[config.mk]
export PLATFORM = sky130hd
export DESIGN_NAME = tex_column_sequencer_flat
export DESIGN_NICKNAME = d
export VERILOG_FILES = /design/src/rtl/raycast_pkg.sv /design/src/rtl/tex_column_sequencer_if.sv /design/src/rtl/req_watchdog.sv /design/src/rtl/tex_column_sequencer.sv /design/src/flat_wrapper.sv
export SDC_FILE = /design/constraint.sdc
export NUM_CORES = 1
export LEC_CHECK = 0
export BUFFER_PORTS_ARGS = -buffer_cell sky130_fd_sc_hd__buf_2
export CORE_MARGIN = 10
export CORE_UTILIZATION = 55
export CTS_BUF_LIST = sky130_fd_sc_hd__clkbuf_8
export CTS_CLUSTER_DIAMETER = 200
export CTS_CLUSTER_SIZE = 40
export DETAILED_ROUTE_END_ITERATION = 10
export PLACE_DENSITY_LB_ADDON = 0.15
export SETUP_SLACK_MARGIN = 0.5
export SLEW_MARGIN = 0
export SYNTH_ARGS = -nofsm -noshare
export SYNTH_HDL_FRONTEND = slang
export SYNTH_SLANG_ARGS = --single-unit
[constraint.sdc]
create_clock -name pixel_clk_in -period 3.1 [get_ports pixel_clk_in]
set_input_delay 0.155 -clock pixel_clk_in [delete_from_list [all_inputs] [get_ports pixel_clk_in]]
set_output_delay 0.155 -clock pixel_clk_in [all_outputs]
set_load 0.01 [all_outputs]
[src/rtl/raycast_pkg.sv]
// Shared constants and types for the ray-cast column path.
// Holds screen geometry defaults, fill colours and the sequencer state enum.
package raycast_pkg;

    localparam int          DEF_SCREEN_WIDTH   = 320;
    localparam int          DEF_SCREEN_HEIGHT  = 180;
    localparam logic [7:0]  DEF_CEIL_COLOR     = 8'h10;
    localparam logic [7:0]  DEF_FLOOR_COLOR    = 8'h20;
    localparam int          DEF_TIMEOUT_CYCLES = 64;
    localparam int          FB_ADDR_W          = 16;

    typedef enum logic [2:0] {
        IDLE,
        CEIL,
        REQ,
        WAIT,
        GAP,
        FLOOR,
        DONE
    } seq_state_t;

endpackage

[src/rtl/tex_column_sequencer_if.sv]
// Bundle between the column sequencer and its neighbours: column FIFO
// descriptor handshake, texture-unit request/response and frame-buffer
// write port. Modport master is the sequencer's view, slave the
// surroundings'. With TEX_TIMEOUT_EN defined a sticky tex_timeout_out is added.
interface tex_column_sequencer_if;
    import raycast_pkg::*;

    logic                 col_valid_in;
    logic                 col_ready_out;
    logic [8:0]           hcount_in;
    logic [9:0]           drawstart_in;
    logic [7:0]           lineheight_in;
    logic [15:0]          wallX_in;
    logic [3:0]           texture_in;

    logic                 valid_req_out;
    logic [7:0]           vcount_ray_out;
    logic [15:0]          wallX_out;
    logic [7:0]           lineheight_out;
    logic [9:0]           drawstart_out;
    logic [3:0]           texture_out;
    logic [7:0]           tex_pixel_in;
    logic                 valid_tex_in;

    logic [FB_ADDR_W-1:0] fb_addr_out;
    logic [7:0]           fb_data_out;
    logic                 fb_we_out;
    logic                 col_done_out;
`ifdef TEX_TIMEOUT_EN
    logic                 tex_timeout_out;

    modport master (
        input  col_valid_in, hcount_in, drawstart_in, lineheight_in,
        input  wallX_in, texture_in, tex_pixel_in, valid_tex_in,
        output col_ready_out, valid_req_out, vcount_ray_out,
        output wallX_out, lineheight_out, drawstart_out, texture_out,
        output fb_addr_out, fb_data_out, fb_we_out, col_done_out,
        output tex_timeout_out
    );

    modport slave (
        output col_valid_in, hcount_in, drawstart_in, lineheight_in,
        output wallX_in, texture_in, tex_pixel_in, valid_tex_in,
        input  col_ready_out, valid_req_out, vcount_ray_out,
        input  wallX_out, lineheight_out, drawstart_out, texture_out,
        input  fb_addr_out, fb_data_out, fb_we_out, col_done_out,
        input  tex_timeout_out
    );
`else
    modport master (
        input  col_valid_in, hcount_in, drawstart_in, lineheight_in,
        input  wallX_in, texture_in, tex_pixel_in, valid_tex_in,
        output col_ready_out, valid_req_out, vcount_ray_out,
        output wallX_out, lineheight_out, drawstart_out, texture_out,
        output fb_addr_out, fb_data_out, fb_we_out, col_done_out
    );

    modport slave (
        output col_valid_in, hcount_in, drawstart_in, lineheight_in,
        output wallX_in, texture_in, tex_pixel_in, valid_tex_in,
        input  col_ready_out, valid_req_out, vcount_ray_out,
        input  wallX_out, lineheight_out, drawstart_out, texture_out,
        input  fb_addr_out, fb_data_out, fb_we_out, col_done_out
    );
`endif

endinterface

[src/rtl/req_watchdog.sv]
// Texture-request watchdog (only built with TEX_TIMEOUT_EN): counts WAIT
// cycles since the last REQ and flags expiry. Ports: clk, rst_n, clear_in, count_en_in, expired_out.
`ifdef TEX_TIMEOUT_EN
module req_watchdog #(
    parameter int LIMIT = 64
) (
    input  logic clk,
    input  logic rst_n,
    input  logic clear_in,
    input  logic count_en_in,
    output logic expired_out
);

    localparam int CW = $clog2(LIMIT + 1);

    logic [CW-1:0] cnt_q;
    logic [CW-1:0] cnt_d;

    // Fires on the LIMIT-th consecutive waiting cycle.
    assign expired_out = count_en_in && (cnt_q == CW'(LIMIT - 1));

    always_comb begin
        cnt_d = cnt_q;
        if (clear_in) begin
            cnt_d = '0;
        end else if (count_en_in && !expired_out) begin
            cnt_d = cnt_q + 1'b1;
        end
    end

    always_ff @(posedge clk or negedge rst_n) begin
        if (!rst_n) begin
            cnt_q <= '0;
        end else begin
            cnt_q <= cnt_d;
        end
    end

endmodule
`endif

[src/rtl/tex_column_sequencer.sv]
// Walks one ray column top to bottom: ceiling fill, one texture lookup per
// wall row, floor fill; one registered frame-buffer write per row.
// Ports: pixel_clk_in, rst_n_in (async active-low), io (master modport).
// Optional TEX_TIMEOUT_EN adds a texture-response watchdog and tex_timeout_out.
module tex_column_sequencer
    import raycast_pkg::*;
#(
    parameter int         SCREEN_WIDTH   = DEF_SCREEN_WIDTH,
    parameter int         SCREEN_HEIGHT  = DEF_SCREEN_HEIGHT,
    parameter logic [7:0] CEIL_COLOR     = DEF_CEIL_COLOR,
    parameter logic [7:0] FLOOR_COLOR    = DEF_FLOOR_COLOR
`ifdef TEX_TIMEOUT_EN
   ,parameter int         TIMEOUT_CYCLES = DEF_TIMEOUT_CYCLES
`endif
) (
    input  logic pixel_clk_in,
    input  logic rst_n_in,
    tex_column_sequencer_if.master io
);

    localparam logic [7:0]           H8   = 8'(SCREEN_HEIGHT);
    localparam logic [FB_ADDR_W-1:0] WSTR = FB_ADDR_W'(SCREEN_WIDTH);

    seq_state_t           state_q, state_d;
    logic [7:0]           vcount_q, vcount_d;
    logic [FB_ADDR_W-1:0] addr_q, addr_d;
    logic [7:0]           ds_q, ds_d;
    logic [7:0]           de_q, de_d;
    logic [15:0]          wallx_q, wallx_d;
    logic [7:0]           lh_q, lh_d;
    logic [9:0]           dstart_q, dstart_d;
    logic [3:0]           tex_q, tex_d;
    logic                 fb_we_q, fb_we_d;
    logic [FB_ADDR_W-1:0] fb_addr_q, fb_addr_d;
    logic [7:0]           fb_data_q, fb_data_d;

    logic [7:0]  ds_c;
    logic [10:0] sum_c;
    logic [7:0]  de_c;
    logic        tex_hit;
    logic [7:0]  tex_data;

    // Clamp wall bounds to the screen; sum kept 11 bits wide.
    assign ds_c  = (io.drawstart_in > 10'(SCREEN_HEIGHT)) ? H8
                 : io.drawstart_in[7:0];
    assign sum_c = {1'b0, io.drawstart_in} + {3'b000, io.lineheight_in};
    assign de_c  = (sum_c > 11'(SCREEN_HEIGHT)) ? H8 : sum_c[7:0];

`ifdef TEX_TIMEOUT_EN
    logic wd_expired;
    logic timeout_q, timeout_d;

    req_watchdog #(
        .LIMIT(TIMEOUT_CYCLES)
    ) u_req_watchdog (
        .clk        (pixel_clk_in),
        .rst_n      (rst_n_in),
        .clear_in   (state_q == REQ),
        .count_en_in(state_q == WAIT),
        .expired_out(wd_expired)
    );

    // A real pulse wins over a same-cycle expiry.
    assign tex_hit  = io.valid_tex_in | wd_expired;
    assign tex_data = io.valid_tex_in ? io.tex_pixel_in
                    : (CEIL_COLOR ^ 8'hFF);

    always_comb begin
        timeout_d = timeout_q;
        if (state_q == WAIT && wd_expired && !io.valid_tex_in) begin
            timeout_d = 1'b1;
        end
    end

    always_ff @(posedge pixel_clk_in or negedge rst_n_in) begin
        if (!rst_n_in) begin
            timeout_q <= 1'b0;
        end else begin
            timeout_q <= timeout_d;
        end
    end

    assign io.tex_timeout_out = timeout_q;
`else
    assign tex_hit  = io.valid_tex_in;
    assign tex_data = io.tex_pixel_in;
`endif

    always_comb begin
        state_d   = state_q;
        vcount_d  = vcount_q;
        addr_d    = addr_q;
        ds_d      = ds_q;
        de_d      = de_q;
        wallx_d   = wallx_q;
        lh_d      = lh_q;
        dstart_d  = dstart_q;
        tex_d     = tex_q;
        fb_we_d   = 1'b0;
        fb_addr_d = '0;
        fb_data_d = '0;

        unique case (state_q)
            IDLE: begin
                if (io.col_valid_in) begin
                    ds_d     = ds_c;
                    de_d     = de_c;
                    wallx_d  = io.wallX_in;
                    lh_d     = io.lineheight_in;
                    dstart_d = io.drawstart_in;
                    tex_d    = io.texture_in;
                    vcount_d = '0;
                    addr_d   = FB_ADDR_W'(io.hcount_in);
                    state_d  = CEIL;
                end
            end
            CEIL: begin
                if (vcount_q < ds_q) begin
                    fb_we_d   = 1'b1;
                    fb_addr_d = addr_q;
                    fb_data_d = CEIL_COLOR;
                    vcount_d  = vcount_q + 8'd1;
                    addr_d    = addr_q + WSTR;
                end else if (vcount_q < de_q) begin
                    state_d = REQ;
                end else begin
                    state_d = FLOOR;
                end
            end
            REQ: begin
                state_d = WAIT;
            end
            WAIT: begin
                if (tex_hit) begin
                    fb_we_d   = 1'b1;
                    fb_addr_d = addr_q;
                    fb_data_d = tex_data;
                    vcount_d  = vcount_q + 8'd1;
                    addr_d    = addr_q + WSTR;
                    if (({1'b0, vcount_q} + 9'd1) < {1'b0, de_q}) begin
                        state_d = GAP;
                    end else begin
                        state_d = FLOOR;
                    end
                end
            end
            GAP: begin
                // One idle cycle so the next request is a fresh edge.
                state_d = REQ;
            end
            FLOOR: begin
                if (vcount_q < H8) begin
                    fb_we_d   = 1'b1;
                    fb_addr_d = addr_q;
                    fb_data_d = FLOOR_COLOR;
                    vcount_d  = vcount_q + 8'd1;
                    addr_d    = addr_q + WSTR;
                end else begin
                    state_d = DONE;
                end
            end
            DONE: begin
                state_d = IDLE;
            end
            default: begin
                state_d = IDLE;
            end
        endcase
    end

    always_ff @(posedge pixel_clk_in or negedge rst_n_in) begin
        if (!rst_n_in) begin
            state_q   <= IDLE;
            vcount_q  <= '0;
            addr_q    <= '0;
            ds_q      <= '0;
            de_q      <= '0;
            wallx_q   <= '0;
            lh_q      <= '0;
            dstart_q  <= '0;
            tex_q     <= '0;
            fb_we_q   <= 1'b0;
            fb_addr_q <= '0;
            fb_data_q <= '0;
        end else begin
            state_q   <= state_d;
            vcount_q  <= vcount_d;
            addr_q    <= addr_d;
            ds_q      <= ds_d;
            de_q      <= de_d;
            wallx_q   <= wallx_d;
            lh_q      <= lh_d;
            dstart_q  <= dstart_d;
            tex_q     <= tex_d;
            fb_we_q   <= fb_we_d;
            fb_addr_q <= fb_addr_d;
            fb_data_q <= fb_data_d;
        end
    end

    assign io.col_ready_out  = (state_q == IDLE);
    assign io.valid_req_out  = (state_q == REQ) || (state_q == WAIT);
    assign io.vcount_ray_out = io.valid_req_out ? vcount_q : '0;
    assign io.col_done_out   = (state_q == DONE);
    assign io.wallX_out      = wallx_q;
    assign io.lineheight_out = lh_q;
    assign io.drawstart_out  = dstart_q;
    assign io.texture_out    = tex_q;
    assign io.fb_we_out      = fb_we_q;
    assign io.fb_addr_out    = fb_addr_q;
    assign io.fb_data_out    = fb_data_q;

endmodule
[src/flat_wrapper.sv]
// flat-port wrapper written by rule: the top's interface ports become plain ports
module tex_column_sequencer_flat import raycast_pkg::*;
#(
    parameter int         SCREEN_WIDTH   = DEF_SCREEN_WIDTH,
    parameter int         SCREEN_HEIGHT  = DEF_SCREEN_HEIGHT,
    parameter logic [7:0] CEIL_COLOR     = DEF_CEIL_COLOR,
    parameter logic [7:0] FLOOR_COLOR    = DEF_FLOOR_COLOR

)
  (pixel_clk_in, rst_n_in, io_col_valid_in, io_hcount_in, io_drawstart_in, io_lineheight_in, io_wallX_in, io_texture_in, io_tex_pixel_in, io_valid_tex_in, io_col_ready_out, io_valid_req_out, io_vcount_ray_out, io_wallX_out, io_lineheight_out, io_drawstart_out, io_texture_out, io_fb_addr_out, io_fb_data_out, io_fb_we_out, io_col_done_out);
  tex_column_sequencer_if io_i ();
  input  logic pixel_clk_in;
  input  logic rst_n_in;
  input wire logic [$bits(io_i.col_valid_in)-1:0] io_col_valid_in;
  input wire logic [$bits(io_i.hcount_in)-1:0] io_hcount_in;
  input wire logic [$bits(io_i.drawstart_in)-1:0] io_drawstart_in;
  input wire logic [$bits(io_i.lineheight_in)-1:0] io_lineheight_in;
  input wire logic [$bits(io_i.wallX_in)-1:0] io_wallX_in;
  input wire logic [$bits(io_i.texture_in)-1:0] io_texture_in;
  input wire logic [$bits(io_i.tex_pixel_in)-1:0] io_tex_pixel_in;
  input wire logic [$bits(io_i.valid_tex_in)-1:0] io_valid_tex_in;
  output wire logic [$bits(io_i.col_ready_out)-1:0] io_col_ready_out;
  output wire logic [$bits(io_i.valid_req_out)-1:0] io_valid_req_out;
  output wire logic [$bits(io_i.vcount_ray_out)-1:0] io_vcount_ray_out;
  output wire logic [$bits(io_i.wallX_out)-1:0] io_wallX_out;
  output wire logic [$bits(io_i.lineheight_out)-1:0] io_lineheight_out;
  output wire logic [$bits(io_i.drawstart_out)-1:0] io_drawstart_out;
  output wire logic [$bits(io_i.texture_out)-1:0] io_texture_out;
  output wire logic [$bits(io_i.fb_addr_out)-1:0] io_fb_addr_out;
  output wire logic [$bits(io_i.fb_data_out)-1:0] io_fb_data_out;
  output wire logic [$bits(io_i.fb_we_out)-1:0] io_fb_we_out;
  output wire logic [$bits(io_i.col_done_out)-1:0] io_col_done_out;
  assign io_i.col_valid_in = io_col_valid_in;
  assign io_i.hcount_in = io_hcount_in;
  assign io_i.drawstart_in = io_drawstart_in;
  assign io_i.lineheight_in = io_lineheight_in;
  assign io_i.wallX_in = io_wallX_in;
  assign io_i.texture_in = io_texture_in;
  assign io_i.tex_pixel_in = io_tex_pixel_in;
  assign io_i.valid_tex_in = io_valid_tex_in;
  assign io_col_ready_out = io_i.col_ready_out;
  assign io_valid_req_out = io_i.valid_req_out;
  assign io_vcount_ray_out = io_i.vcount_ray_out;
  assign io_wallX_out = io_i.wallX_out;
  assign io_lineheight_out = io_i.lineheight_out;
  assign io_drawstart_out = io_i.drawstart_out;
  assign io_texture_out = io_i.texture_out;
  assign io_fb_addr_out = io_i.fb_addr_out;
  assign io_fb_data_out = io_i.fb_data_out;
  assign io_fb_we_out = io_i.fb_we_out;
  assign io_col_done_out = io_i.col_done_out;
  tex_column_sequencer #(.SCREEN_WIDTH(SCREEN_WIDTH), .SCREEN_HEIGHT(SCREEN_HEIGHT), .CEIL_COLOR(CEIL_COLOR), .FLOOR_COLOR(FLOOR_COLOR)) u_core (.pixel_clk_in(pixel_clk_in), .rst_n_in(rst_n_in), .io(io_i));
endmodule
==> out/results.ini, run 1 <==
[status]
status = finished, final reports clean

[clocking]
tritoncts = done
cts_sinks = 106
cts_setup_buffers = 0
clk_pin_slew_worst_paths_ns = 0.10
cts-htree-levels = 3
clockBufferDepth = 2
clk_latency_ns = 0.37
cts_root_buffer = clkbuf_8
numCtsBuffers = 9

[logic_synthesis]
syn-num-nets = 667
yosysTopAreaCellShare = 0.503
yosysTopAreaCell = dfrtp_1
synthArstFlopShare = 1.00
yosys-top-cells-area = dfrtp_1 (50%), nand2_1 (12%), ha_1 (7.4%), and2_1 (3.6%), o21ai_0 (3.0%)
synth-edff-count = 0
synth_ff_type = dfrtp_1
synth-seq-area-share = 0.503
synth_seq_cells = 106
yosysWarnings = 0
syn_avg_cell_area_um2 = 9.16
synth_cell_types = 54
netlist_area_um2 = 5280
syn_inst = 576

[timing]
slew_viol_final = 0
fin_crit_ns = 2.41
skew_ns = 0.0187
setup_viol = 0
totalNegativeSetupSlack_ns = 0
final_hold_viol_count = 0
rsz0062_at_grt = true
fmax_mhz = 415
hold_slack_ns = 0.0201
tightest_slew_ns = 0.862
layout_setup_ws_ns = 0.690
period_share = 0.777
slew_headroom = 0.425

[placed_design]
gp_congestion = 0.883
dp_hpwl_um = 9850
dpl.cell_count = 821
preCtsSetupSlack_ns = 0.565
numPortBuffers = 132
placed_cell_area_um2 = 6040

[setup_path]
startpoint = u_core.vcount_q[2]
r2r_cells = 8
r2r_start = u_core.vcount_q[2]
cp-start-kind = flop
worstPathRequired_ns = 3.41
worst-setup-path-type = reg -> reg
cp_max_fo = 38
crit_path_end_kind = flop
cp.arrival_ns = 2.72

[floorplan]
die_area_um2 = 13900
initial_utilization = 0.568
die_w_um = 118
die_height_um = 118
ioPinCount = 133
core-area_um2 = 9280
num_rows = 35

[pwr]
p_leak_nw = 3.53
ir_drop_mv = 0.444
power.density_nw_per_um2 = 811
p_total_mw = 5.39

[routing]
drc = 0
dr.first_iter.drc_count = 190
dr.pass1.iters = 4
ant_nets = 0
vias = 4558
routed_wl_um = 13700
vias_per_cell = 5.20
routedWlPerCell_um = 15.6

[hold_path]
min_path_cells = 2
min_path_type = in -> reg
hp-start = io_tex_pixel_in[3]

[global_route]
antenna_found_initial = 1
grt_pass1_wl_um = 23000
first_global_vias = 4720
track_usage = 0.196
grt-ovfl-total = 0
grt_max_degree = 70

[job]
drv_cap = 0

[finish]
utilization = 0.716
stdcell_area_um2 = 6640
fin_cells = 877
syn_to_final_growth_pct = 25.9
drive_above_1_share = 0.224
nNetsFinal = 833

## registers in the layout (all words and copies together), names as in the netlist
name and flops:
u_core.io.texture_out 4, u_core.io.lineheight_out 8, u_core.ds_q 8, u_core.io.fb_data_out 8, u_core.io.fb_we_out 1, u_core.io.wallX_out 16
u_core.io.drawstart_out 10, u_core.io.fb_addr_out 16, u_core.de_q 8, u_core.state_q 3, u_core.addr_q 16, u_core.vcount_q 8
## what timing repair did
item,in CTS,in global routing
setup endpoints to repair,0,7
hold buffers,39,0
hold endpoints to repair,105,0
gates resized for setup,0,8
## synth_stat cells (2+ instances only)
library cell / instances
nor2_1: 19
a22o_1: 2
a21oi_1: 26
nand3_1: 13
xnor2_1: 7
nand2_1: 168
nor3_1: 10
xor2_1: 4
buf_6: 2
buf_2: 9
a22oi_1: 4
nand4_1: 3
inv_1: 23
dfrtp_1: 106
o31ai_1: 2
nor2b_1: 7
o21ai_0: 32
nand2b_1: 3
mux2i_1: 3
o211ai_1: 2
clkbuf_1: 11
and2_1: 30
nor4b_1: 2
a21o_1: 3
or3_1: 8
o21a_1: 4
o22ai_1: 6
a211oi_1: 6
o211a_1: 2
ha_1: 31
and3_1: 5
## kinds of logic (layout without fill, tap and decap cells)
| kind of cell | after synthesis | after routing | share of synthesized area |
|---|---|---|---|
| and+or+nand+nor | 274 | 274 | 0.234 |
| adders and majority gates | 32 | 32 | 0.0773 |
| muxes | 4 | 4 | 0.00783 |
| other | 0 | 1 | 0 |
| AOI/OAI and AO/OA | 103 | 103 | 0.122 |
| DFF | 106 | 106 | 0.503 |
| buffers and inverters | 46 | 217 | 0.0377 |
| xor gates and xnor gates | 11 | 11 | 0.0183 |
## placed cells by master, fill, tap and decap left out, types with 4 or more instances in the layout
cell | netlist | routed
nand2_1 | 168 | 167
buf_2 | 9 | 131
dfrtp_1 | 106 | 104
dlygate4sd3_1 | 0 | 39
o21ai_0 | 32 | 31
ha_1 | 31 | 31
and2_1 | 30 | 30
a21oi_1 | 26 | 24
inv_1 | 23 | 24
nor2_1 | 19 | 18
nand3_1 | 13 | 13
nor3_1 | 10 | 10
clkbuf_8 | 0 | 9
or3_1 | 8 | 8
buf_4 | 0 | 8
nor2b_1 | 7 | 7
xnor2_1 | 7 | 7
a211oi_1 | 6 | 6
o22ai_1 | 6 | 6
and3_1 | 5 | 5
a22oi_1 | 4 | 4
xor2_1 | 4 | 4
o21a_1 | 4 | 4
## where the power goes
group	internal [mW]	switching (mW)	total [mW]
sequential	1.90	0.334	2.24
combinational	0.932	1.40	2.33
clock	0.308	0.508	0.816
total	3.14	2.24	5.39
## critical path, stage by stage, from the launching register on
cell,delay [ns]
dfrtp_1,0.50
ha_1,0.34
a211oi_1,0.22
o21ai_0,0.14
a21oi_2,0.26
a21oi_2,0.08
buf_4,0.23
or4_1,0.52
nand2_1,0.07
## final timing paths
| check | endpoint | slack, ns |
|---|---|---|
| hold / removal | u_core.io.fb_data_out[3] | 0.02 |
| setup reg to reg | u_core.addr_q[12] | 0.69 |
| hold reg to reg | u_core.io.wallX_out[2] | 0.48 |
| setup / recovery | u_core.addr_q[12] | 0.69 |
| min in group asynchronous | u_core.io.fb_data_out[1] | 0.43 |
| max in group asynchronous | u_core.de_q[5] | 1.86 |
## layout make-up
| cell class | count | area [um2] |
|---|---|---|
| Inverter | 23 | 86.3 |
| Clock buffer | 9 | 124 |
| Fill cell | 754 | 2640 |
| Clock inverter | 7 | 63.8 |
| Timing Repair Buffer | 178 | 1110 |
| Tap cell | 129 | 161 |
| Sequential cell | 106 | 2660 |
| Multi-Input combinational cell | 424 | 2440 |
| Antenna cell | 1 | 2.50 |
## routing by layer
layer  part of all wire  routed length [um]  up-vias  track usage
met4              0.013                 182        0       0.0526
li1                   -                   -     2272            -
met2               0.49                6750      129        0.331
met3              0.058                 793       13       0.0532
met1               0.44                5990     2144        0.240
met5                  0                   0        -            0
Power figures use the tool's default switching activity.
==> run 2, diff against run 1 <==
Settings changed: CORE_UTILIZATION 55 to 50.
Clock period 3.1 ns to 2.05 ns, I/O delays scaled along.
==> run 2 against run 1 <==
Net effect:
- the flow now finishes with violations (negative setup slack)
- power up 94%
- global-route usage up 0.94 points
- first-iteration DRC count up 78%
- register-to-register slack worse by 1.0 ns
- clock power up 59%
- final cell count up 9.0%
- critical path type unchanged
- largest cell class is now multi-input gates
- highest routed layer unchanged
==> out/results.ini, run 2 (synthesis results as in run 1) <==
[floorplan]
die_area_um2 = 15100
initial_utilization = 0.511
core-area_um2 = 10300
die_height_um = 123
die_w_um = 123
ioPinCount = 133
num_rows = 37

[clocking]
clockBufferDepth = 2
cts-htree-levels = 3
clk_latency_ns = 0.38
numCtsBuffers = 9
cts_sinks = 106
clk_pin_slew_worst_paths_ns = 0.10
tritoncts = done
cts_root_buffer = clkbuf_8

[routing]
routedWlPerCell_um = 17.9
vias = 5120
highest-signal-layer = met4
drc = 0
dr_wl_met2_um = 9170
met1Wirelength_um = 6520
dr.first_iter.drc_count = 338
dr.pass1.iters = 4
routed_wl_um = 17100
dr_wl_met3_um = 923
ant_nets = 0
vias_per_cell = 5.36

[pwr]
power.density_nw_per_um2 = 1280
ir_drop_mv = 0.753
p_leak_nw = 4.23
p_total_mw = 10.4

[timing]
rsz0062_at_grt = true
tightest_slew_ns = 0.614
setup_viol = 36
slew_viol_final = 0
fmax_mhz = 424
period_share = 1.15
skew_ns = 0.00855
fin_crit_ns = 2.36
layout_setup_ws_ns = -0.310
hold_slack_ns = 0.0114
final_hold_viol_count = 0
slew_headroom = 0.590

[setup_path]
cp-start-kind = flop
cp_cell_sequence = buf_4 > buf_4 > ha_2 > a211oi_2 > o21ai_2 > a21oi_2 > a21oi_4 > bufbuf_16 > or3_1 > a21oi_2
reg2reg_slack_ns = -0.31
cp.arrival_ns = 2.68
cp_top_family = compound AO/OA/AOI/OAI gates
worstReg2RegEnd = u_core.addr_q[15]
crit_cells = 10
worstPathRequired_ns = 2.37
worst-setup-path-type = reg -> reg
cp_num_buf_inv = 3
crit_path_end_kind = flop
r2r_start = u_core.vcount_q[1]
cp_max_fo = 6
worst_path_max_delay_cell = dfrtp_1
max_stage_delay_ns = 0.44
r2r_cells = 10

[placed_design]
gp_congestion = 0.878
numPortBuffers = 132
dpl.cell_count = 857
dp_hpwl_um = 10500

[job]
drv_cap = 0

[global_route]
track_usage = 0.205
grt_max_degree = 47
antenna_found_initial = 1
grt_pass1_wl_um = 24900
first_global_vias = 5184
grt-ovfl-total = 0

[hold_path]
hold_end = u_core.io.fb_data_out[5]
hp-start = io_tex_pixel_in[5]
min_path_cells = 3
min_path_type = in -> reg

[finish]
layout_commonest_cell = buf_2
syn_to_final_growth_pct = 55.1
nNetsFinal = 905
drive_above_1_share = 0.419
fin_cells = 956
most-common-layout-cells = buf_2 (131), nand2_1 (120), dfrtp_1 (103)

[status]
violations = negative setup slack
status = finished, violations left

-- run 2: cell type report --
cell class                 count  area, um2
multi-input combinational    424       3130
sequential                   106       2660
fill                         656       2140
timing repair buffer         250       1950
tap                          136        170
clock buffer                   9        124
inverter                      23       86.3
clock inverter                 7       68.8
antenna                        1       2.50
-- run 2: per-layer routing --
layer,up-vias,GRT usage
met5,-,0
met4,0,0.0920
met3,44,0.0510
met2,160,0.355
met1,2488,0.234
li1,2428,-
-- run 2: metrics by stage --
step	setup TNS [ns]	area (um2)	setup WS, ns	utilization
after floorplan	-0.108	5510	-0.108	-
after global placement	-0.378	6510	-0.166	0.630
after detailed placement	-1.49	6510	-0.301	0.630
after CTS	-5.50	7480	-0.268	0.724
after global routing	-9.37	8180	-0.437	0.793
final	-7.49	8180	-0.310	0.793
-- run 2: worst max path at each step --
| stage | startpoint | end | slack, ns |
|---|---|---|---|
| finish | u_core.vcount_q[1] | u_core.addr_q[15] | -0.31 |
| global route | u_core.vcount_q[1] | u_core.state_q[0] | -0.44 |
| CTS | u_core.vcount_q[0] | u_core.state_q[0] | -0.27 |
| detailed placement | u_core.vcount_q[1] | u_core.state_q[0] | -0.30 |
| global placement | u_core.vcount_q[1] | u_core.state_q[0] | -0.17 |
| floorplan | u_core.vcount_q[0] | u_core.state_q[0] | -0.11 |
-- run 2: timing repair --
| action | CTS | global route |
|---|---|---|
| endpoints found under the setup margin | 105 | 117 |
| endpoints found under the hold margin | 90 | 0 |
| buffers inserted | 15 | 10 |
| hold buffers | 48 | 0 |
| resized for setup | 24 | 133 |
| pin swaps | 14 | 45 |
| cloned | 4 | 5 |
-- run 2: power breakdown --
group | total [mW] | leakage [nW] | internal [mW] | switching, mW
Clock | 1.30 | 0.106 | 0.568 | 0.737
Sequential | 3.36 | 1.34 | 2.88 | 0.476
Combinational | 5.78 | 2.78 | 2.79 | 2.99
-- run 2: worst register-to-register path, cell delays in order (launching register included) --
cell	delay, ns
dfrtp_1	0.44
buf_4	0.16
buf_4	0.14
ha_2	0.17
a211oi_2	0.20
o21ai_2	0.10
a21oi_2	0.25
a21oi_4	0.12
bufbuf_16	0.28
or3_1	0.33
a21oi_2	0.12
==> run 3, diff against run 2 <==
Settings changed: SKIP_LAST_GASP from default to 1.
==> run 3 against run 2 <==
Net effect:
- die area unchanged
- setup slack improved by 0.0056 ns
- critical path type unchanged
- critical path depth unchanged
- first-iteration DRC count decreased by 0.59%
- count of clock-buffer cells in the layout unchanged
- sequential share of layout area increased by 0.83 points
- largest cell class unchanged
- clock skew decreased by 0.00096 ns
- register-to-register slack about the same
- hold slack improved by 0.0011 ns
- clock power about the same
- the run still ends with negative setup slack left
==> out/results.ini, run 3 (synthesis results as in run 1) <==
[hold_path]
hold_end = u_core.io.fb_data_out[5]
hp-start = io_tex_pixel_in[5]
min_path_type = in -> reg
min_path_cells = 3

[routing]
ant_nets = 0
routed_wl_um = 16300
vias_per_cell = 5.29
drc = 0
dr.first_iter.drc_count = 336
routedWlPerCell_um = 17.1
vias = 5056
dr.pass1.iters = 4

[setup_path]
reg2reg_slack_ns = -0.30
worstPathRequired_ns = 2.37
cp-start-kind = flop
r2r_cells = 10
worstReg2RegEnd = u_core.addr_q[15]
cp_max_fo = 6
r2r_start = u_core.vcount_q[1]
startpoint = u_core.vcount_q[1]
crit_path_end_kind = flop
worst-setup-path-type = reg -> reg
cp.arrival_ns = 2.67

[clocking]
clk_pin_slew_worst_paths_ns = 0.10
tritoncts = done
numCtsBuffers = 9
clockBufferDepth = 2
cts_sinks = 106
clk_latency_ns = 0.38
cts-htree-levels = 3
cts_root_buffer = clkbuf_8

[finish]
layout_commonest_cell = nand2_1
seq_area_um2 = 2660
drive_above_1_share = 0.385
n_fill_cell = 695
syn_to_final_growth_pct = 51.2
utilization = 0.773
most-common-layout-cells = nand2_1 (139), buf_2 (132), dfrtp_1 (103)
nNetsFinal = 905
multi_input_area_um2 = 2960

[global_route]
track_usage = 0.205
grt_pass1_wl_um = 24900
antenna_found_initial = 1
first_global_vias = 5179
grt_max_degree = 47
grt-ovfl-total = 0

[placed_design]
numPortBuffers = 132
dp_hpwl_um = 10500
gp_congestion = 0.878

[floorplan]
die_w_um = 123
core-area_um2 = 10300
die_area_um2 = 15100
ioPinCount = 133
num_rows = 37
initial_utilization = 0.511
die_height_um = 123

[pwr]
p_leak_nw = 4.16
power.density_nw_per_um2 = 1270
ir_drop_mv = 0.754
p_total_mw = 10.1

[timing]
final_hold_viol_count = 0
setup_viol = 36
rsz0062_at_grt = true
totalNegativeSetupSlack_ns = -7.29
fmax_mhz = 425
period_share = 1.15
slew_viol_final = 0
tightest_slew_ns = 0.624
skew_ns = 0.00759
slew_headroom = 0.584
layout_setup_ws_ns = -0.304
fin_crit_ns = 2.35

[job]
drv_cap = 0

[status]
status = finished, violations left
violations = negative setup slack

[run 3: cell counts in the layout (fill, tap and decap cells not counted)]
Identical to the previous run, type by type.
[run 3: layer usage]
| layer | wire (um) | GRT usage | up-vias | part of all wire |
|---|---|---|---|---|
| li1 | - | - | 2428 | - |
| met1 | 6370 | 0.235 | 2436 | 0.39 |
| met2 | 8490 | 0.354 | 148 | 0.52 |
| met3 | 960 | 0.0505 | 44 | 0.059 |
| met4 | 518 | 0.0920 | 0 | 0.032 |
| met5 | 0 | 0 | - | 0 |
[run 3: worst max-delay path by stage]
stage,slack [ns],cells past startpoint,end
2_1_floorplan,-0.11,10,u_core.state_q[0]
3_3_place_gp,-0.17,10,u_core.state_q[0]
3_5_place_dp,-0.30,10,u_core.state_q[0]
4_1_cts,-0.27,10,u_core.state_q[0]
5_1_grt,-0.35,9,u_core.state_q[0]
6_report,-0.30,10,u_core.addr_q[15]
[run 3: per-stage QoR]
step,setup WS [ns],hold slack (ns),instance area [um2],std cells
after floorplan,-0.108,-0.193,5510,576
after global placement,-0.166,0.149,6510,857
after detailed placement,-0.301,0.151,6510,857
after CTS,-0.268,0.00442,7470,940
after global routing,-0.348,0.0144,7980,956
final,-0.304,0.0125,7980,956
[run 3: what timing repair did]
item                                   CTS  global route
buffers inserted                        15            10
gates resized for setup                 21            87
hold buffers                            48             0
cloned                                   4             5
endpoints found under the hold margin   90             0
pin swaps                               13            35
setup endpoints to repair              105           117
[run 3: worst max-delay path, stage by stage (launching register included)]
cell and delay [ns]:
dfrtp_1 0.44, buf_4 0.16, buf_4 0.14, ha_2 0.17, a211oi_2 0.20, o21ai_2 0.10, a21oi_2 0.24, a21oi_4 0.12
bufbuf_16 0.28, or3_1 0.33, a21oi_2 0.12
[run 3: power breakdown]
part / internal (mW) / switching, mW
Clock: 0.568 / 0.733
Combinational: 2.66 / 2.85
Sequential: 2.88 / 0.460
Total: 6.11 / 4.04
[run 3: area by class of cell]
class                           instances  share of cell area
Multi-Input combinational cell        424               0.372
Sequential cell                       106               0.333
Timing Repair Buffer                  250               0.239
Tap cell                              136              0.0213
Clock buffer                            9              0.0155
Inverter                               23              0.0108
Clock inverter                          7             0.00863
Antenna cell                            1            0.000314
